==> src/rtl/traffic_phase_sched_if.sv <==
// Junction sequencer bus: run enable and car/emergency requests in, light state out.
// Latency: none (wires only); the scheduler registers every output.
// Backpressure: none; en is the only throttle and freezes the scheduler.
interface traffic_phase_sched_if;
    logic       en;
    logic [3:0] car_req;
    logic       emerg_req;
    logic [1:0] emerg_dir;
    logic [1:0] traffic_light;
    logic [1:0] phase;
    logic       green_valid;
    logic       dir_change;
    logic       emerg_active;

    // Request side (bench / upstream sensors)
    modport master (
        output en, car_req, emerg_req, emerg_dir,
        input  traffic_light, phase, green_valid, dir_change, emerg_active
    );

    // Scheduler side
    modport slave (
        input  en, car_req, emerg_req, emerg_dir,
        output traffic_light, phase, green_valid, dir_change, emerg_active
    );
endinterface

==> src/rtl/traffic_phase_sched.sv <==
// 4-way junction phase sequencer: GREEN -> YELLOW -> ALL_RED per direction, round robin over waiting cars.
// Latency: all outputs registered; decisions take effect on the edge that samples the inputs.
// Backpressure: en=0 freezes every register (dir_change forced 0). Optional EMERG_PREEMPT_EN adds emergency preemption.
module traffic_phase_sched #(
    parameter int GREEN_MIN = 5,
    parameter int GREEN_MAX = 20,
    parameter int YELLOW_T  = 3,
    parameter int ALLRED_T  = 1,
    parameter int CNT_W     = 8
) (
    input logic                  clk,
    input logic                  rst_n,
    traffic_phase_sched_if.slave bus
);

    typedef enum logic [1:0] {
        GREEN   = 2'd0,
        YELLOW  = 2'd1,
        ALL_RED = 2'd2
    } phase_e;

    localparam logic [CNT_W-1:0] GMIN_LAST = CNT_W'(GREEN_MIN - 1);
    localparam logic [CNT_W-1:0] GMAX_LAST = CNT_W'(GREEN_MAX - 1);
    localparam logic [CNT_W-1:0] YEL_LAST  = CNT_W'(YELLOW_T - 1);
    localparam logic [CNT_W-1:0] ARED_LAST = CNT_W'(ALLRED_T - 1);

    phase_e           phase_q, phase_d;
    logic [CNT_W-1:0] timer_q, timer_d;
    logic [1:0]       tl_q, tl_d;
    logic             dc_q, dc_d;
    logic             ea_q, ea_d;
    logic             gv_q, gv_d;

    logic [3:0]       cur_onehot;
    logic             other_req;
    logic             cur_req;
    logic [1:0]       rr_dir;
    logic [1:0]       grant_dir;
    logic [1:0]       cand;
    logic             found;
    logic             emerg_on;
    logic             emerg_other;

    assign cur_onehot = 4'b0001 << tl_q;
    assign other_req  = |(bus.car_req & ~cur_onehot);
    assign cur_req    = bus.car_req[tl_q];

`ifdef EMERG_PREEMPT_EN
    assign emerg_on    = bus.emerg_req;
    assign emerg_other = bus.emerg_req && (bus.emerg_dir != tl_q);
    assign grant_dir   = bus.emerg_req ? bus.emerg_dir : rr_dir;
`else
    // Emergency inputs are accepted but have no effect in this build.
    logic emerg_unused;
    assign emerg_unused = ^{bus.emerg_req, bus.emerg_dir};
    assign emerg_on     = 1'b0;
    assign emerg_other  = 1'b0;
    assign grant_dir    = rr_dir;
`endif

    // Round robin: first waiting direction after the current one, wrapping back to it; cur+1 if nobody waits.
    always_comb begin
        rr_dir = tl_q + 2'd1;
        found  = 1'b0;
        cand   = tl_q;
        for (int k = 1; k <= 4; k++) begin
            cand = tl_q + 2'(k);
            if (!found && bus.car_req[cand]) begin
                rr_dir = cand;
                found  = 1'b1;
            end
        end
    end

    // Next-state: phase sequencing, phase timer, direction grant and pulse/flag outputs.
    always_comb begin
        phase_d = phase_q;
        timer_d = timer_q;
        tl_d    = tl_q;
        dc_d    = 1'b0;
        ea_d    = ea_q;
        if (bus.en) begin
            unique case (phase_q)
                GREEN: begin
                    // An emergency for the current direction pins green; one elsewhere cuts it short.
                    if (emerg_other ||
                        (!emerg_on && other_req &&
                         ((timer_q >= GMIN_LAST && !cur_req) || timer_q == GMAX_LAST))) begin
                        phase_d = YELLOW;
                        timer_d = '0;
                        if (emerg_other) ea_d = 1'b1;
                    end else if (timer_q < GMAX_LAST) begin
                        timer_d = timer_q + 1'b1;
                    end
                end
                YELLOW: begin
                    if (emerg_on) ea_d = 1'b1;
                    if (timer_q == YEL_LAST) begin
                        phase_d = ALL_RED;
                        timer_d = '0;
                    end else begin
                        timer_d = timer_q + 1'b1;
                    end
                end
                ALL_RED: begin
                    if (timer_q == ARED_LAST) begin
                        phase_d = GREEN;
                        timer_d = '0;
                        tl_d    = grant_dir;
                        dc_d    = 1'b1;
                        ea_d    = emerg_on;
                    end else begin
                        timer_d = timer_q + 1'b1;
                        if (emerg_on) ea_d = 1'b1;
                    end
                end
                default: begin
                    phase_d = ALL_RED;
                    timer_d = '0;
                end
            endcase
        end
        gv_d = (phase_d == GREEN);
    end

    // State register with synchronous active-low reset into a fresh ALL_RED.
    always_ff @(posedge clk) begin
        if (!rst_n) begin
            phase_q <= ALL_RED;
            timer_q <= '0;
            tl_q    <= 2'd3;
            dc_q    <= 1'b0;
            ea_q    <= 1'b0;
            gv_q    <= 1'b0;
        end else begin
            phase_q <= phase_d;
            timer_q <= timer_d;
            tl_q    <= tl_d;
            dc_q    <= dc_d;
            ea_q    <= ea_d;
            gv_q    <= gv_d;
        end
    end

    assign bus.traffic_light = tl_q;
    assign bus.phase         = phase_q;
    assign bus.green_valid   = gv_q;
    assign bus.dir_change    = dc_q;
    assign bus.emerg_active  = ea_q;

endmodule

==> src/flat_wrapper.sv <==
// flat-port wrapper written by rule: the top's interface ports become plain ports
module traffic_phase_sched_flat 
#(
    parameter int GREEN_MIN = 5,
    parameter int GREEN_MAX = 20,
    parameter int YELLOW_T  = 3,
    parameter int ALLRED_T  = 1,
    parameter int CNT_W     = 8
)
  (clk, rst_n, bus_en, bus_car_req, bus_emerg_req, bus_emerg_dir, bus_traffic_light, bus_phase, bus_green_valid, bus_dir_change, bus_emerg_active);
  traffic_phase_sched_if bus_i ();
  input logic clk;
  input logic rst_n;
  input wire logic [$bits(bus_i.en)-1:0] bus_en;
  input wire logic [$bits(bus_i.car_req)-1:0] bus_car_req;
  input wire logic [$bits(bus_i.emerg_req)-1:0] bus_emerg_req;
  input wire logic [$bits(bus_i.emerg_dir)-1:0] bus_emerg_dir;
  output wire logic [$bits(bus_i.traffic_light)-1:0] bus_traffic_light;
  output wire logic [$bits(bus_i.phase)-1:0] bus_phase;
  output wire logic [$bits(bus_i.green_valid)-1:0] bus_green_valid;
  output wire logic [$bits(bus_i.dir_change)-1:0] bus_dir_change;
  output wire logic [$bits(bus_i.emerg_active)-1:0] bus_emerg_active;
  assign bus_i.en = bus_en;
  assign bus_i.car_req = bus_car_req;
  assign bus_i.emerg_req = bus_emerg_req;
  assign bus_i.emerg_dir = bus_emerg_dir;
  assign bus_traffic_light = bus_i.traffic_light;
  assign bus_phase = bus_i.phase;
  assign bus_green_valid = bus_i.green_valid;
  assign bus_dir_change = bus_i.dir_change;
  assign bus_emerg_active = bus_i.emerg_active;
  traffic_phase_sched #(.GREEN_MIN(GREEN_MIN), .GREEN_MAX(GREEN_MAX), .YELLOW_T(YELLOW_T), .ALLRED_T(ALLRED_T), .CNT_W(CNT_W)) u_core (.clk(clk), .rst_n(rst_n), .bus(bus_i));
endmodule
==> config.mk <==
export PLATFORM = sky130hd
export DESIGN_NAME = traffic_phase_sched_flat
export DESIGN_NICKNAME = d
export VERILOG_FILES = /design/src/rtl/traffic_phase_sched_if.sv /design/src/rtl/traffic_phase_sched.sv /design/src/flat_wrapper.sv
export SDC_FILE = /design/constraint.sdc
export NUM_CORES = 1
export LEC_CHECK = 0
export ABC_AREA = 1
export CORE_MARGIN = 2
export CORE_UTILIZATION = 45
export CTS_BUF_LIST = sky130_fd_sc_hd__clkbuf_8
export CTS_CLUSTER_DIAMETER = 50
export DETAILED_ROUTE_END_ITERATION = 6
export PLACE_DENSITY = 0.75
export SLEW_MARGIN = 25
export SYNTH_ARGS = -nofsm -noshare
export SYNTH_HDL_FRONTEND = slang
export SYNTH_SLANG_ARGS = --single-unit
==> constraint.sdc <==
create_clock -name clk -period 2.3 [get_ports clk]
set_input_delay 0.69 -clock clk [delete_from_list [all_inputs] [get_ports clk]]
set_output_delay 0.69 -clock clk [all_outputs]
set_load 0.01 [all_outputs]
==> Word-level counts from Yosys, hierarchy flattened <==
Cells that the tools add are included.
{ "word_totals": {"inputBits": 10, "elab_cells": 65, "out_inout_bits": 7, "regBits": 14} }
{ "classes": {"n_addsub": 4, "n_shift": 1, "n_mux": 24, "reduce_logical": 17, "eq_ne": 5, "bitwise_logic": 3, "magnitude_cmp": 6} }
{ "op_table": {"columns": ["operator", "n"], "rows": [
  ["$mux 8", 4],
  ["$pmux 8 s3", 1],
  ["$lt 2x3->1 const B", 4],
  ["$mux 2", 6],
  ["$add 8x1->8 const B", 1],
  ["$bmux 1 s2", 4],
  ["$eq 8x2->1 const B", 1],
  ["$eq 8x5->1 const B", 1],
  ["$ge 8x3->1 const B", 1],
  ["$logic_not 8->1", 1],
  ["$lt 8x5->1 const B", 1],
  ["$mux 1", 8],
  ["$pmux 2 s3", 1],
  ["$logic_and 1x1->1", 5],
  ["$add 2x2->2 const B", 2],
  ["$and 4x4->4", 1],
  ["$logic_not 1->1", 4],
  ["$logic_not 2->1", 2],
  ["$not 4->4", 1],
  ["$reduce_and 4->1", 1],
  ["$reduce_or 4->1", 1],
  ["$shl 1x2->4 const A", 1],
  ["$ne 3x1->1 const B", 1],
  ["$reduce_and 3->1", 1],
  ["6 further kinds", 6]
]} }

==> Longest topological paths before layout <==
{ "logic_depth": {"word_depth": 14, "depth_mapped": 14, "ltp_nobuf": 13} }

==> Least setup slack after synthesis <==
Ideal clock, no wire load.
{ "synth_path": {"path_kind": "flip-flop to flip-flop", "start": "register u_core.tl_q[0], in the netlist u_core.bus.traffic_light[0]", "end": "register u_core.tl_q[1], in the netlist u_core.bus.traffic_light[1]", "required_time_ns": 2.187, "setup_slack_ns": 0.587, "arrival_time_ns": 1.600, "path_stages_with_launch": 12, "path_buffers": 1, "synth_period_minus_slack_ns": 1.713, "setup_time_ns": 0.113, "path_cell_list": "dfxtp_1 -> buf_6 -> inv_4 -> ha_1 -> inv_1 -> nand2_1 -> o21ai_1 -> nor2_1 -> a21oi_2 -> nor2_1 -> nor2_1 -> nand2_1"} }
{ "synth_between": {"elab_chain_len": 14, "elab_cells_between_ends": 24, "classes_between": "add/sub (3); mux (13); bitwise (1); reduce/logical (7)"} }
{ "synth_lines": {"columns": ["element", "line", "text"], "rows": [
  ["from (decl)", "traffic_phase_sched.sv:29", "logic [1:0] tl_q, tl_d;"],
  ["from (signal assigned)", "traffic_phase_sched.sv:138", "tl_q <= tl_d;"],
  ["$add 2x1->2", "traffic_phase_sched.sv:63, traffic_phase_sched.sv:67", null],
  ["$bmux 1 s2", "traffic_phase_sched.sv:68", "if (!found && bus.car_req[cand]) begin"],
  ["$mux 1 (not written as such)", "traffic_phase_sched.sv:68", null],
  ["$mux 1", "traffic_phase_sched.sv:68", null],
  ["$logic_not 1->1", "traffic_phase_sched.sv:68", null],
  ["$logic_and 1x1->1", "traffic_phase_sched.sv:68", null],
  ["$mux 1", "traffic_phase_sched.sv:68", null],
  ["$logic_not 1->1", "traffic_phase_sched.sv:68", null],
  ["$logic_and 1x1->1", "traffic_phase_sched.sv:68", null],
  ["$mux 1", "traffic_phase_sched.sv:68", null],
  ["$logic_not 1->1", "traffic_phase_sched.sv:68", null],
  ["$logic_and 1x1->1", "traffic_phase_sched.sv:68", null],
  ["$not 1->1 (no source line)", null, null],
  ["$reduce_and 4->1 (no source line)", null, null]
]} }
Several ways; a longest one is shown, not always the timed one. The select of a mux whose other input is x is not followed.
A chain may end at the register's enable or synchronous reset.

==> Worst setup path after layout <==
{ "layout_path": {"start": "register u_core.tl_q[0], in the netlist u_core.bus.traffic_light[0]", "end": "output bus_traffic_light[0]"} }
{ "layout_rtl": {"columns": ["element", "line", "text"], "rows": [
  ["to (decl)", "flat_wrapper.sv:18", "output wire logic [$bits(bus_i.traffic_light)-1:0] bus_traffic_light;"]
]} }
No word-level cell between the ends.

==> impl_metrics.ini <==
[yosys]
synth-seq-cells = 14
synth_top_area_cell = dfxtp_1
synth-async-reset-ratio_pct = 0
netlist.area_leader.share_pct = 24.0
synth_nets = 206
synth.yosys.seq_area_share_pct = 24.0
synth.avg_cell_area_um2 = 6.18
ys_types = 27
ys_top_cells_by_area = dfxtp_1 (24%), nand2_1 (16%), nand3_1 (9.4%)
synthCells = 189
synth_ff_type = dfxtp_1
synth_edf_count = 0
ys_warn_count = 0
syn_area_um2 = 1170

[clock_tree]
ctsHoldBuffers = 0
cts-buffers-inserted = 3
clkSlewWorstSetupHoldPaths_ns = 0.06
clock-root-buffer = clkbuf_8
cts_resized = 0
cts_sinks = 14
clk_path_buf_depth = 2
clock_latency_ns = 0.25
h-tree-depth = 1
cts_setup_buffers = 0
cts_tree = done

[global_route]
grt_pass1_vias = 1047
antenna_found_initial = 0
grt_max_degree = 14
grt_first_pass_wirelength_um = 4490
grt_overflow_total = 0
track_usage_pct = 20.4

[placement]
gp_congestion = 0.899
portBuffers = 12
place_area_um2 = 1320
hpwlAfterDp_um = 2060
post-place-ws_ns = -0.00223

[routing]
vias = 1206
wl_um = 2730
drt_iter0_markers = 38
routedWlPerCell_um = 11.7
firstDrtPassIters = 4
drc_errors = 0
drtAntennaViolNets = 0
viasPerCell = 5.15

[timing]
drv_slew = 0
layout_setup_ws_ns = 0.106
setup_tns_ns = 0
rsz0062_at_grt = false
max_slew_margin_pct = 57.0
tightestPinTransition_ns = 0.643
post-route-period-util_pct = 95.4
fin_skew_ns = 0.00118
setup_viol = 0
fin_crit_ns = 2.19
hold_viol = 0
fmax_mhz = 456

[die]
die_width_um = 54.9
io_pins = 17
core-area_um2 = 2480
dieArea_um2 = 3020
start_util_pct = 47.1
rows = 18
die_h_um = 54.9

[setup_path]
max_stage_delay_ns = 0.63
r2r_slack_ns = 0.33
critPathKind = flop to output port
crit_arrival_ns = 1.50
critPathCaptureType = output port
critPathMaxFanout = 13
path_buf_inv = 1
startpoint_type = flop
cp_top_family = buffers and inverters
required_ns = 1.61
cp_cell_sequence = clkdlybuf4s50_1
worst_path_max_delay_cell = clkdlybuf4s50_1

[status]
status = completed

[job]
cap_violations = 0

[pwr]
leakage_nw = 0.681
total_power_mw = 0.815
ir_drop_v = 0.000366
power.density_nw_per_um2 = 594

[cells_and_area]
stdcell_area_um2 = 1370
insertedDiodeCount = 0
area_delta_synth_final_pct = 17.5
nFillCells = 267
mostFrequentLayoutCells = nand2_1 (51), inv_1 (29), nand3_1 (22), nor2_1 (17), dfxtp_1 (14)
nets = 222
final_common_cell = nand2_1
drive_gt1_share_pct = 9.31

[hold_path]
hold_path_class = flop to flop
## stage by stage
stage,hold slack [ns],util [%],instances
finish,0.530,55.4,234
global route,0.567,55.4,234
CTS,0.531,55.4,234
detailed placement,0.519,53.1,230
global placement,0.509,53.1,230
floorplan,0.483,-,189
## cell families (layout without fill, tap and decap cells)
logic type,count (synthesis),after routing,share of synthesized area (%)
compound gates,23,23,11.3
xor+xnor,4,4,3.00
fa+ha+maj,7,7,7.50
buf+inv,35,50,12.5
flops,14,14,24.0
other cells,1,1,0.321
simple gates,105,105,41.4
## sequential cells by signal, summed over array words and instances, names as in the netlist
signal,count
u_core.bus.green_valid,1
u_core.timer_q,8
u_core.bus.phase,2
u_core.bus.dir_change,1
u_core.bus.traffic_light,2
## layer usage
layer	GRT usage, %	share of wire (%)	vias up	wire [um]
met5	0	0	-	0
met4	3.66	1.1	0	30
met3	3.23	6.3	5	171
met2	34.3	46	29	1250
met1	27.7	47	546	1280
li1	-	-	626	-
## where the power goes
part           switching, mW  internal [mW]  total [mW]
Combinational          0.171          0.110       0.281
Sequential            0.0277          0.259       0.286
Clock                 0.0953          0.152       0.247
## worst paths after layout
check / from / end / cells past startpoint
setup / recovery: u_core.bus.traffic_light[0] / bus_traffic_light[0] / 1
hold / removal: u_core.timer_q[4] / u_core.timer_q[4] / 2
setup reg to reg: u_core.bus.traffic_light[0] / u_core.bus.traffic_light[0] / 10
hold reg to reg: u_core.timer_q[4] / u_core.timer_q[4] / 2
## cells in the mapped netlist (2+ instances only)
library cell	n
nand4_1	5
xor2_1	4
o21ai_1	4
o31ai_1	2
nand2_2	2
o21ai_0	6
o211ai_1	2
nand3_1	22
o22ai_1	2
ha_1	7
nand2_1	51
nor2_1	17
a21oi_1	6
inv_1	29
dfxtp_1	14
nor2_2	3
nand2_4	2
inv_2	2
## layout make-up
cell class | count | area, um2 | share of cell area (%)
inverters | 32 | 123 | 8.94
flip-flops and latches | 14 | 280 | 20.4
well taps | 30 | 37.5 | 2.74
multi-input cells | 140 | 741 | 54.0
repair buffers | 14 | 135 | 9.85
clock buffers | 4 | 55.1 | 4.01
No activity file was read; power rests on OpenSTA's default activity.
